File: src/rtl/out_bcd_seq_if.sv
// Output-stage bus: CPU OUT strobe and value in, BCD digits and status out.
interface out_bcd_seq_if #(parameter int DATA_W = 32);
  logic              out_en;
  logic [DATA_W-1:0] value;
  logic              busy;
  logic              valid;
  logic              overflow;
  logic [3:0]        mil;
  logic [3:0]        cent;
  logic [3:0]        dez;
  logic [3:0]        uni;

  modport master (output out_en, value,
                  input  busy, valid, overflow, mil, cent, dez, uni);
  modport slave  (input  out_en, value,
                  output busy, valid, overflow, mil, cent, dez, uni);
endinterface

File: src/rtl/out_bcd_seq.sv
// Sequential binary-to-BCD output stage: clamp to 4 digits, iterative double-dabble,
// commit digits once per conversion with a one-deep latest-wins request buffer.
module out_bcd_seq #(
  parameter int DATA_W  = 32,
  parameter int MAX_VAL = 9999,
  parameter int NBITS   = 14
) (
  input  logic          CLOCK_50,
  input  logic          reset,
  out_bcd_seq_if.slave  bus
);
  localparam int CW = $clog2(NBITS);
  localparam logic [CW-1:0] CNT_LAST = CW'(NBITS - 1);

  typedef enum logic [1:0] {IDLE, SHIFT, DONE} state_t;

  state_t            state, state_nxt;
  logic              out_en_q, strobe;
  logic              ld_ovf;
  logic [NBITS-1:0]  ld_val;
  logic [NBITS-1:0]  bin;
  logic [15:0]       acc, acc_adj;
  logic [CW-1:0]     cnt;
  logic              ovf_r;
  logic              pend, pend_ovf;
  logic [NBITS-1:0]  pend_val;
  logic              load_cur, load_pnd, shift_en, commit;
  logic              valid_r, overflow_r;
  logic [15:0]       digits;

  assign strobe = bus.out_en & ~out_en_q;
  assign ld_ovf = bus.value > DATA_W'(MAX_VAL);
  assign ld_val = ld_ovf ? NBITS'(MAX_VAL) : bus.value[NBITS-1:0];

  // Add-3 correction per BCD digit ahead of each shift.
  for (genvar i = 0; i < 4; i++) begin : g_adj
    assign acc_adj[4*i +: 4] = (acc[4*i +: 4] >= 4'd5) ? acc[4*i +: 4] + 4'd3
                                                        : acc[4*i +: 4];
  end

  always_comb begin
    state_nxt = state;
    load_cur  = 1'b0;
    load_pnd  = 1'b0;
    shift_en  = 1'b0;
    commit    = 1'b0;
    case (state)
      IDLE: if (strobe) begin
        load_cur  = 1'b1;
        state_nxt = SHIFT;
      end
      SHIFT: begin
        shift_en = 1'b1;
        if (cnt == CNT_LAST) state_nxt = DONE;
      end
      DONE: begin
        commit = 1'b1;
        if (strobe) begin
          load_cur  = 1'b1;
          state_nxt = SHIFT;
        end else if (pend) begin
          load_pnd  = 1'b1;
          state_nxt = SHIFT;
        end else begin
          state_nxt = IDLE;
        end
      end
      default: state_nxt = IDLE;
    endcase
  end

  always_ff @(posedge CLOCK_50) begin
    if (reset) begin
      state      <= IDLE;
      out_en_q   <= 1'b0;
      bin        <= '0;
      acc        <= '0;
      cnt        <= '0;
      ovf_r      <= 1'b0;
      pend       <= 1'b0;
      pend_val   <= '0;
      pend_ovf   <= 1'b0;
      valid_r    <= 1'b0;
      overflow_r <= 1'b0;
      digits     <= '0;
    end else begin
      state    <= state_nxt;
      out_en_q <= bus.out_en;
      valid_r  <= commit;
      if (load_cur) begin
        bin   <= ld_val;
        acc   <= '0;
        ovf_r <= ld_ovf;
        cnt   <= '0;
      end else if (load_pnd) begin
        bin   <= pend_val;
        acc   <= '0;
        ovf_r <= pend_ovf;
        cnt   <= '0;
      end else if (shift_en) begin
        {acc, bin} <= {acc_adj, bin} << 1;
        cnt        <= cnt + 1'b1;
      end
      if (commit) begin
        digits     <= acc;
        overflow_r <= ovf_r;
      end
      // A request arriving mid-conversion replaces any older pending one.
      if (state == SHIFT && strobe) begin
        pend     <= 1'b1;
        pend_val <= ld_val;
        pend_ovf <= ld_ovf;
      end else if (state == DONE) begin
        pend <= 1'b0;
      end
    end
  end

  assign bus.busy     = (state != IDLE);
  assign bus.valid    = valid_r;
  assign bus.overflow = overflow_r;
  assign bus.mil      = digits[15:12];
  assign bus.cent     = digits[11:8];
  assign bus.dez      = digits[7:4];
  assign bus.uni      = digits[3:0];
endmodule

File: src/flat_wrapper.sv
// flat-port wrapper written by rule: the top's interface ports become plain ports
module out_bcd_seq_flat 
#(
  parameter int DATA_W  = 32,
  parameter int MAX_VAL = 9999,
  parameter int NBITS   = 14
)
  (CLOCK_50, reset, bus_out_en, bus_value, bus_busy, bus_valid, bus_overflow, bus_mil, bus_cent, bus_dez, bus_uni);
  out_bcd_seq_if #(.DATA_W(DATA_W)) bus_i ();
  input  logic CLOCK_50;
  input  logic reset;
  input wire logic [$bits(bus_i.out_en)-1:0] bus_out_en;
  input wire logic [$bits(bus_i.value)-1:0] bus_value;
  output wire logic [$bits(bus_i.busy)-1:0] bus_busy;
  output wire logic [$bits(bus_i.valid)-1:0] bus_valid;
  output wire logic [$bits(bus_i.overflow)-1:0] bus_overflow;
  output wire logic [$bits(bus_i.mil)-1:0] bus_mil;
  output wire logic [$bits(bus_i.cent)-1:0] bus_cent;
  output wire logic [$bits(bus_i.dez)-1:0] bus_dez;
  output wire logic [$bits(bus_i.uni)-1:0] bus_uni;
  assign bus_i.out_en = bus_out_en;
  assign bus_i.value = bus_value;
  assign bus_busy = bus_i.busy;
  assign bus_valid = bus_i.valid;
  assign bus_overflow = bus_i.overflow;
  assign bus_mil = bus_i.mil;
  assign bus_cent = bus_i.cent;
  assign bus_dez = bus_i.dez;
  assign bus_uni = bus_i.uni;
  out_bcd_seq #(.DATA_W(DATA_W), .MAX_VAL(MAX_VAL), .NBITS(NBITS)) u_core (.CLOCK_50(CLOCK_50), .reset(reset), .bus(bus_i));
endmodule
File: config.mk
export PLATFORM = sky130hd
export DESIGN_NAME = out_bcd_seq_flat
export DESIGN_NICKNAME = d
export VERILOG_FILES = /design/src/rtl/out_bcd_seq_if.sv /design/src/rtl/out_bcd_seq.sv /design/src/flat_wrapper.sv
export SDC_FILE = /design/constraint.sdc
export NUM_CORES = 1
export LEC_CHECK = 0
export ABC_CLOCK_PERIOD_IN_PS = 2000
export BUFFER_PORTS_ARGS = -buffer_cell sky130_fd_sc_hd__buf_2
export CAP_MARGIN = 10
export CORE_MARGIN = 2
export CORE_UTILIZATION = 56
export DETAILED_ROUTE_END_ITERATION = 7
export GPL_ROUTABILITY_DRIVEN = 0
export GPL_TIMING_DRIVEN = 0
export PLACE_DENSITY = 0.79
export SLEW_MARGIN = 25
export SYNTH_ARGS = -nofsm -noshare
export SYNTH_HDL_FRONTEND = slang
export SYNTH_SLANG_ARGS = --single-unit
File: constraint.sdc
create_clock -name CLOCK_50 -period 2 [get_ports CLOCK_50]
set_clock_uncertainty 0.15 [all_clocks]
set_input_delay 0.4 -clock CLOCK_50 [delete_from_list [all_inputs] [get_ports CLOCK_50]]
set_output_delay 0.4 -clock CLOCK_50 [all_outputs]
set_load 0.02 [all_outputs]
Yosys cells after proc, flatten, opt, wreduce, memory -nomap -nowiden

Cells that the tools add are included.

Logic and storage cells: 62
Register bits after elaboration: 72
Output and inout bits: 19
Input bits: 35

Add/subtract/negate cells: 5
Equality and inequality tests: 5
Bitwise gates (word level): 2
Reduce and logical (&&, ||, !) cells: 9
Mux-type cells: 24
Order comparisons: 5

Operators with widths:

| kind                 | count |
|---|---|
| $mux 14              | 4 |
| $gt 32x14->1 const B | 1 |
| $ge 4x3->1 const B   | 4 |
| $add 4x2->4 const B  | 3 |
| $mux 1               | 12 |
| $mux 4               | 3 |
| $mux 2               | 3 |
| $pmux 2 s3           | 1 |
| $reduce_bool 2->1    | 3 |
| $add 4x1->4 const B  | 1 |
| $eq 4x4->1 const B   | 1 |
| $ne 2x1->1 const B   | 2 |
| $add 3x2->3 const B  | 1 |
| $mux 3               | 1 |
| $reduce_bool 3->1    | 1 |
| $reduce_or 3->1      | 1 |
| $eq 2x1->1 const B   | 1 |
| $eq 2x2->1 const B   | 1 |
| $logic_not 2->1      | 1 |
| $reduce_and 2->1     | 1 |
| $reduce_or 2->1      | 1 |
| $and 1x1->1          | 1 |
| $logic_and 1x1->1    | 1 |
| $not 1->1            | 1 |

Longest topological paths before layout

Gate-level depths: netlist of the first run.

Depth after elaboration: 6
Gate-level depth with buffers: 7
Gate-level depth less buffers: 7

Worst setup path after synthesis of the first run

No wires, ideal clock.

Path kind: input port to flip-flop
Start point: input port bus_value[29]
End point: register u_core.bin[5]
Path buffers: 1
Cell stages on the path: 6
Library setup time: 73 ps
Required time: 1,777 ps
Path slack: 240 ps
Arrival time: 1,537 ps
Cells stage by stage: nor4_2 -> nand4_2 -> nor4_4 -> buf_6 -> a21oi_2 -> nor3_2

Longest elaborated chain between the ends: 3

RTL lines:

| element              | line               | source |
|---|---|---|
| from (decl)          | flat_wrapper.sv:13 | `input wire logic [$bits(bus_i.value)-1:0] bus_value;` |
| $gt 32x14->1         | out_bcd_seq.sv:32  | `assign ld_ovf = bus.value > DATA_W'(MAX_VAL);` |
| $mux 14              | out_bcd_seq.sv:33  | `assign ld_val = ld_ovf ? NBITS'(MAX_VAL) : bus.value[NBITS-1:0];` |
| $mux 14              | out_bcd_seq.sv:90  | `if (load_cur) begin` |
| to (signal assigned) | out_bcd_seq.sv:91  | `bin <= ld_val;` |
| to (signal assigned) | out_bcd_seq.sv:96  | `bin <= pend_val;` |
| to (signal assigned) | out_bcd_seq.sv:101 | `{acc, bin} <= {acc_adj, bin} << 1;` |
| to (decl)            | out_bcd_seq.sv:21  | `logic [NBITS-1:0] bin;` |

No other way between the ends.
A chain may end at the register's enable or synchronous reset.

Final worst setup path of the first run

Start point: register u_core.out_en_q
End point: register u_core.bin[1]

Longest elaborated chain between the ends: 6
Elaborated cells on any way between the ends: 9
Those cells by class: mux (6); bitwise (2); reduce/logical (1)

RTL lines:

| element                | line              | source |
|---|---|---|
| from (decl)            | out_bcd_seq.sv:18 | `logic out_en_q, strobe;` |
| from (signal assigned) | out_bcd_seq.sv:88 | `out_en_q <= bus.out_en;` |
| $not 1->1 *            | out_bcd_seq.sv:31 | `assign strobe = bus.out_en & ~out_en_q;` |
| $and 1x1->1 *          | out_bcd_seq.sv:31 |  |
| $mux 1                 | out_bcd_seq.sv:58 | `if (strobe) begin` |
| $mux 1                 | out_bcd_seq.sv:47 | `case (state)` |
| $mux 14                | out_bcd_seq.sv:95 | `end else if (load_pnd) begin` |
| $mux 14                | out_bcd_seq.sv:90 |  |

Every way passes the cells marked *; elsewhere a longest branch is shown, timed or not.

==> impl_metrics.tcl, run 1 <==
set metrics [dict create \
    clkTransAtPathRegs_ns 0.07 \
    synth-edff-count 0 \
    ant_nets 0 \
    worstPathArrival_ns 1.97 \
    crit_required_ns 2.08 \
    grt_usage 0.253 \
    setup_viol 0 \
    grt_antenna_before_repair 0 \
    io_buffers 52 \
    postSynthCellCount 394 \
    synth_common_cells "72 x dfxtp_1, 61 x nand2_1, 56 x a21oi_1" \
    grt.overflow.total 0 \
    num_rows 27 \
    drt_wl_total_um 7600 \
    drive_gt1_frac 0.229 \
    viasPerCell 5.57 \
    drc_errors 0 \
    io_pins 54 \
    start_kind "register" \
    cellPowerDensity_nw_per_um2 778 \
    ys.flop_type "dfxtp_1" \
    area_delta_synth_final_pct 17.2 \
    antenna_cells 0 \
    htreeDepth 3 \
    crit_type "register to register" \
    finish.utilization 0.685 \
    final-hold-violation-count 0 \
    clk_path_buf_depth 2 \
    tritoncts "yes" \
    start_util 0.584 \
    clock-sinks 72 \
    synthMostInstantiatedCell "dfxtp_1" \
    synth_area_sq_um 3260 \
    synth_seq_cells 72 \
    maxSlewViolCount 0 \
    rsz0062_at_grt "no" \
    die_h_um 80.3 \
    ys_seq_area_frac 0.443 \
    hpwl_um 5380 \
    min_period_ns 1.89 \
    chipWidth_um 80.3 \
    ys_types 41 \
    yosysTopAreaCellShare 0.443 \
    cts_buffers 9 \
    grt_pass1_vias 2772 \
    grt_first_pass_wirelength_um 12500 \
    worstSkewPairLatency_ns 0.34 \
    max_freq_mhz 529 \
    cap_violations 0 \
    wire_per_inst_um 14.2 \
    grt_max_degree 12 \
    cts-root-buf "clkbuf_8" \
    leakage_nw 1.51 \
    synth.largest_area_cell "dfxtp_1" \
    dr.pass1.iters 4 \
    synth_warnings 0 \
    fin_nets 502 \
    timing.final.crit_share 0.945 \
    syn_nets 439 \
    vias 2976 \
    crit_fanout 10 \
    synthArstFlopShare 0 \
    dieArea_sq_um 6440 \
    holdCritPathClass "input port to register" \
    first_iter_violations 203 \
    outcome "completed" \
    synth_area_per_cell_sq_um 8.27 \
    max_slew.worst_pin.slew_ns 0.605 \
    peakVddDrop_v 0.000426 \
    hold_ws_ns 0.160 \
    relSlewSlack 0.597 \
    core_sq_um 5570 \
    synth_area_leaders "dfxtp_1 44%, a21oi_1 8.6%, nand2_1 7.0%, nor2_1 5.1%, ha_1 3.8%" \
    worst_setup_path_end_kind "register" \
]
[worst max-delay path, stage by stage (launching register included)]
cell and delay [ns]:
dfxtp_1 0.32, nand2b_2 0.20, or2_1 0.20, buf_2 0.27
nand3_2 0.18, buf_4 0.22, o221ai_1 0.19, a21oi_1 0.06
[kinds of logic after synthesis]
logic type | share of synthesized area
simple gates | 0.242
buf+inv | 0.0599
mux | 0.00307
compound gates | 0.187
flops | 0.443
fa+ha+maj | 0.0384
xor+xnor | 0.0269
[sequential cells by signal, summed over array words and instances, names as in the netlist, 2 cells and up]
register / cells
u_core.cnt: 4
u_core.pend_val: 14
u_core.acc: 16
u_core.state: 2
u_core.bin: 14
u_core.digits: 16
[worst paths after layout]
path | depth (start not counted) | end | slack, ns | startpoint
worst max-delay path | 7 | u_core.bin[1] | 0.11 | u_core.out_en_q
worst min-delay path | 2 | u_core.out_en_q | 0.16 | bus_out_en
worst max register to register | 7 | u_core.bin[1] | 0.11 | u_core.out_en_q
worst min register to register | 2 | u_core.digits[9] | 0.30 | u_core.digits[9]
[metal layers]
| metal | vias up | wire length [um] | GRT usage |
|---|---|---|---|
| li1 | 1475 | - | - |
| met1 | 1395 | 3410 | 0.317 |
| met2 | 90 | 3660 | 0.427 |
| met3 | 16 | 372 | 0.0438 |
| met4 | 0 | 156 | 0.107 |
| met5 | - | 0 | 0 |
[report_power, final]
group          leakage, nW  switching (W)  internal, W  total (W)
sequential           0.585      0.0000334      0.00148    0.00152
clock                0.103       0.000515     0.000642    0.00116
combinational        0.823       0.000178     0.000119   0.000297
total                 1.51       0.000726      0.00224    0.00297
[cells in the final DEF (no fill, tap or decap), drive strengths merged, types with 10 or more instances in the layout]
master	instances
clkbuf	24
o21ai	12
ha	10
nor2	45
a21oi	59
inv	18
dfxtp	72
nand2	61
nand3	14
buf	67
nor3	11
[timing repair]
item                       in CTS  in global routing
buffers inserted                0                  0
setup endpoints to repair       0                 24
hold buffers                    0                  0
resized for setup               0                  4
[per-stage QoR]
step | instance area, sq um | total power [W] | setup WS, ns | TNS [ns] | cells
3_5_place_dp | 3610 | 0.00184 | -0.0930 | -0.908 | 518
5_1_grt | 3820 | 0.00307 | 0.0114 | 0 | 534
3_3_place_gp | 3610 | 0.00183 | -0.0746 | -0.711 | 518
2_1_floorplan | 3260 | 0.00174 | 0.240 | 0 | 394
6_report | 3820 | 0.00297 | 0.110 | 0 | 534
4_1_cts | 3810 | 0.00297 | 0.0653 | 0 | 534
[cell type report]
cell class | instances | area, sq um
fillers | 474 | 1760
clock buffers | 13 | 159
plain buffers | 26 | 130
repair buffers | 52 | 260
clock inverters | 3 | 40.0
multi-input cells | 278 | 1630
inverters | 18 | 67.6
well taps | 72 | 90.1
flip-flops and latches | 72 | 1440
Note: power is estimated with default switching activity, not from simulation.
==> inputs of run 2 (changes only) <==
--- a/config.mk
+++ b/config.mk
@@ -5,7 +5,7 @@
 export SDC_FILE = /design/constraint.sdc
 export NUM_CORES = 1
 export LEC_CHECK = 0
-export ABC_CLOCK_PERIOD_IN_PS = 2000
+export ABC_CLOCK_PERIOD_IN_PS = 2060
 export BUFFER_PORTS_ARGS = -buffer_cell sky130_fd_sc_hd__buf_2
 export CAP_MARGIN = 10
 export CORE_MARGIN = 2
==> constraint.sdc (replaced) <==
create_clock -name CLOCK_50 -period 2.06 [get_ports CLOCK_50]
set_clock_uncertainty 0.15 [all_clocks]
set_input_delay 0.412 -clock CLOCK_50 [delete_from_list [all_inputs] [get_ports CLOCK_50]]
set_output_delay 0.412 -clock CLOCK_50 [all_outputs]
set_load 0.02 [all_outputs]
==> run 2 against run 1 <==
Compared with the run above: via count shrank 0.71%; cell count is the same; largest power group unchanged; power fell by 3.0%; global-route usage did not move; die area unchanged.
==> impl_metrics.tcl, run 2 (synthesized netlist as in run 1, its figures left out) <==
set metrics [dict create \
    multi_input_area_sq_um 1620 \
    nFillCells 473 \
    wire_per_inst_um 14.1 \
    grt_usage 0.253 \
    hpwl_um 5380 \
    worstSkewPairLatency_ns 0.34 \
    start_util 0.584 \
    area_delta_synth_final_pct 16.9 \
    setup_ws_ns 0.139 \
    r2r-start "u_core.state[1]" \
    first_iter_violations 167 \
    peakVddDrop_v 0.000412 \
    cts_buffers 9 \
    io_buffers 52 \
    reg.largest.list "u_core.acc: 16 flops, u_core.digits: 16 flops" \
    crit_required_ns 2.12 \
    cts_resized 0 \
    max_slew.worst_pin.slew_ns 0.587 \
    relSlewSlack 0.609 \
    io_pins 54 \
    pre_cts_slack_ns -0.0450 \
    setup_viol 0 \
    holdCritPathClass "input port to register" \
    drc_errors 0 \
    cap_violations 0 \
    chipWidth_um 80.3 \
    crit_path_max_incr_delay_ns 0.38 \
    rsz0062_at_grt "no" \
    drt_wl_total_um 7540 \
    cts-root-buf "clkbuf_8" \
    final_cell_mix "72 x dfxtp_1, 61 x buf_2, 61 x nand2_1" \
    hold_ws_ns 0.171 \
    crit_fanout 10 \
    grt_pass1_vias 2772 \
    leakage_nw 1.51 \
    hold_buffers 0 \
    worst_setup_path_end_kind "register" \
    grt_first_pass_wirelength_um 12500 \
    grt_max_degree 12 \
    htreeDepth 3 \
    grt.overflow.total 0 \
    crit_type "register to register" \
    path_cells "nor2b_1 -> buf_2 -> nand3_2 -> buf_2 -> o221a_2 -> a21oi_2 -> nor3_2" \
    max_freq_mhz 521 \
    core_sq_um 5570 \
    tritoncts "yes" \
    outcome "completed" \
    critPathLaunch "u_core.state[1]" \
    layout_commonest_cell "dfxtp_1" \
    reg2regPathDepth 7 \
    clock-sinks 72 \
    register_area_sq_um 1440 \
    dr.pass1.iters 4 \
    critPathCapture "u_core.bin[6]" \
    timing.final.crit_share 0.933 \
    path_common_cell "buf_2" \
    die_h_um 80.3 \
    start_kind "register" \
    num_rows 27 \
    final-hold-violation-count 0 \
    drive_gt1_frac 0.225 \
    grt_antenna_before_repair 0 \
    viasPerCell 5.53 \
    maxSlewViolCount 0 \
    cellPowerDensity_nw_per_um2 757 \
    clk_path_buf_depth 2 \
    cts_setup_buffers 0 \
    min_period_ns 1.92 \
    fin_nets 502 \
    timing.rr.end "u_core.bin[6]" \
    vias 2955 \
    dieArea_sq_um 6440 \
    reg2reg_slack_ns 0.14 \
    crit_path_top_delay_cell "dfxtp_1" \
    antenna_cells 0 \
    ant_nets 0 \
    clkTransAtPathRegs_ns 0.07 \
    worstPathArrival_ns 1.98 \
]
[run 2: final cells by class]
type / instances / area share
Multi-Input combinational cell: 278 / 0.426
Clock inverter: 3 / 0.0105
Inverter: 18 / 0.0177
Tap cell: 72 / 0.0237
Clock buffer: 13 / 0.0417
Timing Repair Buffer: 52 / 0.0683
Sequential cell: 72 / 0.378
Buffer: 26 / 0.0335
[run 2: worst min-delay path by stage]
stage | start | end | slack [ns] | cells past startpoint
finish | bus_out_en | u_core.out_en_q | 0.17 | 2
global route | bus_value[2] | u_core.bin[2] | 0.19 | 3
CTS | bus_out_en | u_core.out_en_q | 0.15 | 2
detailed placement | u_core.digits[7] | u_core.digits[7] | 0.29 | 2
global placement | u_core.digits[9] | u_core.digits[9] | 0.29 | 2
floorplan | u_core.bin[13] | u_core.acc[0] | 0.28 | 2
[run 2: worst max-delay path: cells and delay by family, from the launching register on]
kind	cells	cell delay [ns]
compound gates	2	0.40
buf+inv	2	0.48
flops	1	0.38
simple gates	3	0.39
[run 2: power by group]
group,switching [W],total (W),internal [W]
Sequential,0.0000317,0.00147,0.00144
Clock,0.000500,0.00112,0.000623
Combinational,0.000171,0.000287,0.000115
[run 2: routing by layer]
layer  vias to the layer above  wire length (um)  track usage  share of wire
met5                         -                 0            0              0
met4                         0               131        0.107          0.017
met3                        13               405       0.0438          0.054
met2                        96              3640        0.427           0.48
met1                      1366              3360        0.317           0.45
li1                       1480                 -            -              -
[run 2: through the flow]
| step | utilization | area [sq um] | total power (W) | TNS [ns] | instances |
|---|---|---|---|---|---|
| 2_1_floorplan | - | 3260 | 0.00169 | 0 | 394 |
| 3_3_place_gp | 0.647 | 3610 | 0.00178 | -0.127 | 518 |
| 3_5_place_dp | 0.647 | 3610 | 0.00179 | -0.230 | 518 |
| 4_1_cts | 0.683 | 3810 | 0.00289 | 0 | 534 |
| 5_1_grt | 0.683 | 3810 | 0.00298 | 0 | 534 |
| 6_report | 0.683 | 3810 | 0.00288 | 0 | 534 |
==> inputs of run 3 (changes only) <==
--- a/config.mk
+++ b/config.mk
@@ -9,11 +9,11 @@
 export BUFFER_PORTS_ARGS = -buffer_cell sky130_fd_sc_hd__buf_2
 export CAP_MARGIN = 10
 export CORE_MARGIN = 2
-export CORE_UTILIZATION = 56
+export CORE_UTILIZATION = 45
 export DETAILED_ROUTE_END_ITERATION = 7
 export GPL_ROUTABILITY_DRIVEN = 0
 export GPL_TIMING_DRIVEN = 0
-export PLACE_DENSITY = 0.79
+export PLACE_DENSITY = 0.66
 export SLEW_MARGIN = 25
 export SYNTH_ARGS = -nofsm -noshare
 export SYNTH_HDL_FRONTEND = slang
==> run 3 against run 2 <==
Compared with the run above: flip-flop and latch count stayed put; clock power about the same; die area grew 23%; global-route usage down 4.4 points; critical path depth did not move; utilization decreased by 15 points; clock-buffer cell count down 4; first-iteration DRC count shrank 19%; worst hold slack lost 0.016 ns; combinational power barely moved; wire length is 2.2% higher.
==> impl_metrics.tcl, run 3 (synthesized netlist as in run 1, its figures left out) <==
set metrics [dict create \
    outcome "completed" \
    min_period_ns 1.94 \
    setup_viol 0 \
    max_slew.worst_pin.slew_ns 0.573 \
    io_pins 54 \
    fin_nets 502 \
    first_iter_violations 136 \
    worst_setup_path_end_kind "register" \
    cts-root-buf "clkbuf_8" \
    hold_buffers 0 \
    reg.largest.list "u_core.acc: 16 flops, u_core.digits: 16 flops" \
    vias 2888 \
    worstPathArrival_ns 2.02 \
    leakage_nw 1.50 \
    relSlewSlack 0.618 \
    crit_required_ns 2.14 \
    crit_type "register to register" \
    final_cell_mix "72 x dfxtp_1, 61 x buf_2, 61 x nand2_1" \
    dieArea_sq_um 7930 \
    hold_ws_ns 0.154 \
    grt_first_pass_wirelength_um 12600 \
    chipWidth_um 89.1 \
    num_rows 31 \
    clkPwrFrac 0.383 \
    rsz0062_at_grt "no" \
    cts_buffers 9 \
    grt_usage 0.208 \
    timing.final.crit_share 0.940 \
    tritoncts "yes" \
    setup_ws_ns 0.123 \
    clock-sinks 72 \
    holdCritPathClass "input port to register" \
    clk_path_buf_depth 2 \
    wire_per_inst_um 13.7 \
    cap_violations 0 \
    layout_commonest_cell "dfxtp_1" \
    ant_nets 0 \
    core_sq_um 7140 \
    maxSlewViolCount 0 \
    comb_power_share 0.101 \
    pre_cts_slack_ns -0.0715 \
    worstSkewPairLatency_ns 0.35 \
    hpwl_um 5490 \
    clkTransAtPathRegs_ns 0.07 \
    htreeDepth 3 \
    die_h_um 89.1 \
    dr.pass1.iters 4 \
    crit_fanout 10 \
    viasPerCell 5.15 \
    seqPwrFrac 0.516 \
    p_switching_w 0.000741 \
    peakVddDrop_v 0.000371 \
    io_buffers 52 \
    grt_antenna_before_repair 0 \
    drive_gt1_frac 0.227 \
    grt_pass1_vias 2752 \
    drt_wl_total_um 7710 \
    drc_errors 0 \
    antenna_cells 0 \
    cts_resized 0 \
    sw_frac_of_total 0.260 \
    area_delta_synth_final_pct 17.8 \
    p_int_w 0.00211 \
    start_util 0.456 \
    final-hold-violation-count 0 \
    start_kind "register" \
    tns_ns 0 \
    cellPowerDensity_nw_per_um2 744 \
    cts_setup_buffers 0 \
    grt.overflow.total 0 \
    max_freq_mhz 516 \
    grt_max_degree 14 \
]
[run 3: changes by cell type in the layout (fill, tap and decap cells not counted), sizes merged]
cell	previous run	this run
clkbuf	22	18
clkinv	2	4
clkinvlp	0	2
[run 3: per-stage QoR]
step	utilization	power (W)	cells	cell area (sq um)
after floorplan	-	0.00169	394	3260
after global placement	0.510	0.00178	545	3640
after detailed placement	0.510	0.00179	545	3640
after CTS	0.538	0.00288	561	3840
after global routing	0.538	0.00299	561	3840
final	0.538	0.00285	561	3840
[run 3: worst max-delay path, cell delays in order, from the launching register on]
cell and delay (ns):
dfxtp_1 0.30, nand2b_1 0.24, or2_1 0.22, buf_2 0.26, nand3_2 0.17, buf_4 0.22
o221ai_1 0.17, a21oi_1 0.07
[run 3: metal layers]
layer / up-vias / global-route usage / part of all wire
li1: 1477 / - / -
met1: 1326 / 0.260 / 0.45
met2: 76 / 0.355 / 0.48
met3: 9 / 0.0425 / 0.051
met4: 0 / 0.0773 / 0.014
met5: - / 0 / 0
[run 3: final cells by class]
cell class              count  area, sq um
plain buffers              26          128
clock buffers               9          124
clock inverters             7         72.6
fillers                   711         3300
inverters                  18         67.6
multi-input cells         278         1620
flip-flops and latches     72         1440
well taps                  99          124
repair buffers             52          260
[run 3: power by group through the flow]
stage / combinational, W / clock [W] / sequential, W
2_1_floorplan: 0.000193 / 0 / 0.00149
3_3_place_gp: 0.000282 / 0 / 0.00150
3_5_place_dp: 0.000288 / 0 / 0.00150
4_1_cts: 0.000290 / 0.00112 / 0.00147
5_1_grt: 0.000322 / 0.00119 / 0.00148
6_report: 0.000288 / 0.00109 / 0.00147
[run 3: final timing paths]
check,startpoint,endpoint,slack (ns),depth (start not counted)
worst max-delay path,u_core.out_en_q,u_core.bin[2],0.12,7
worst min-delay path,bus_out_en,u_core.out_en_q,0.15,2
worst max register to register,u_core.out_en_q,u_core.bin[2],0.12,7
worst min register to register,u_core.pend_val[4],u_core.pend_val[4],0.30,2
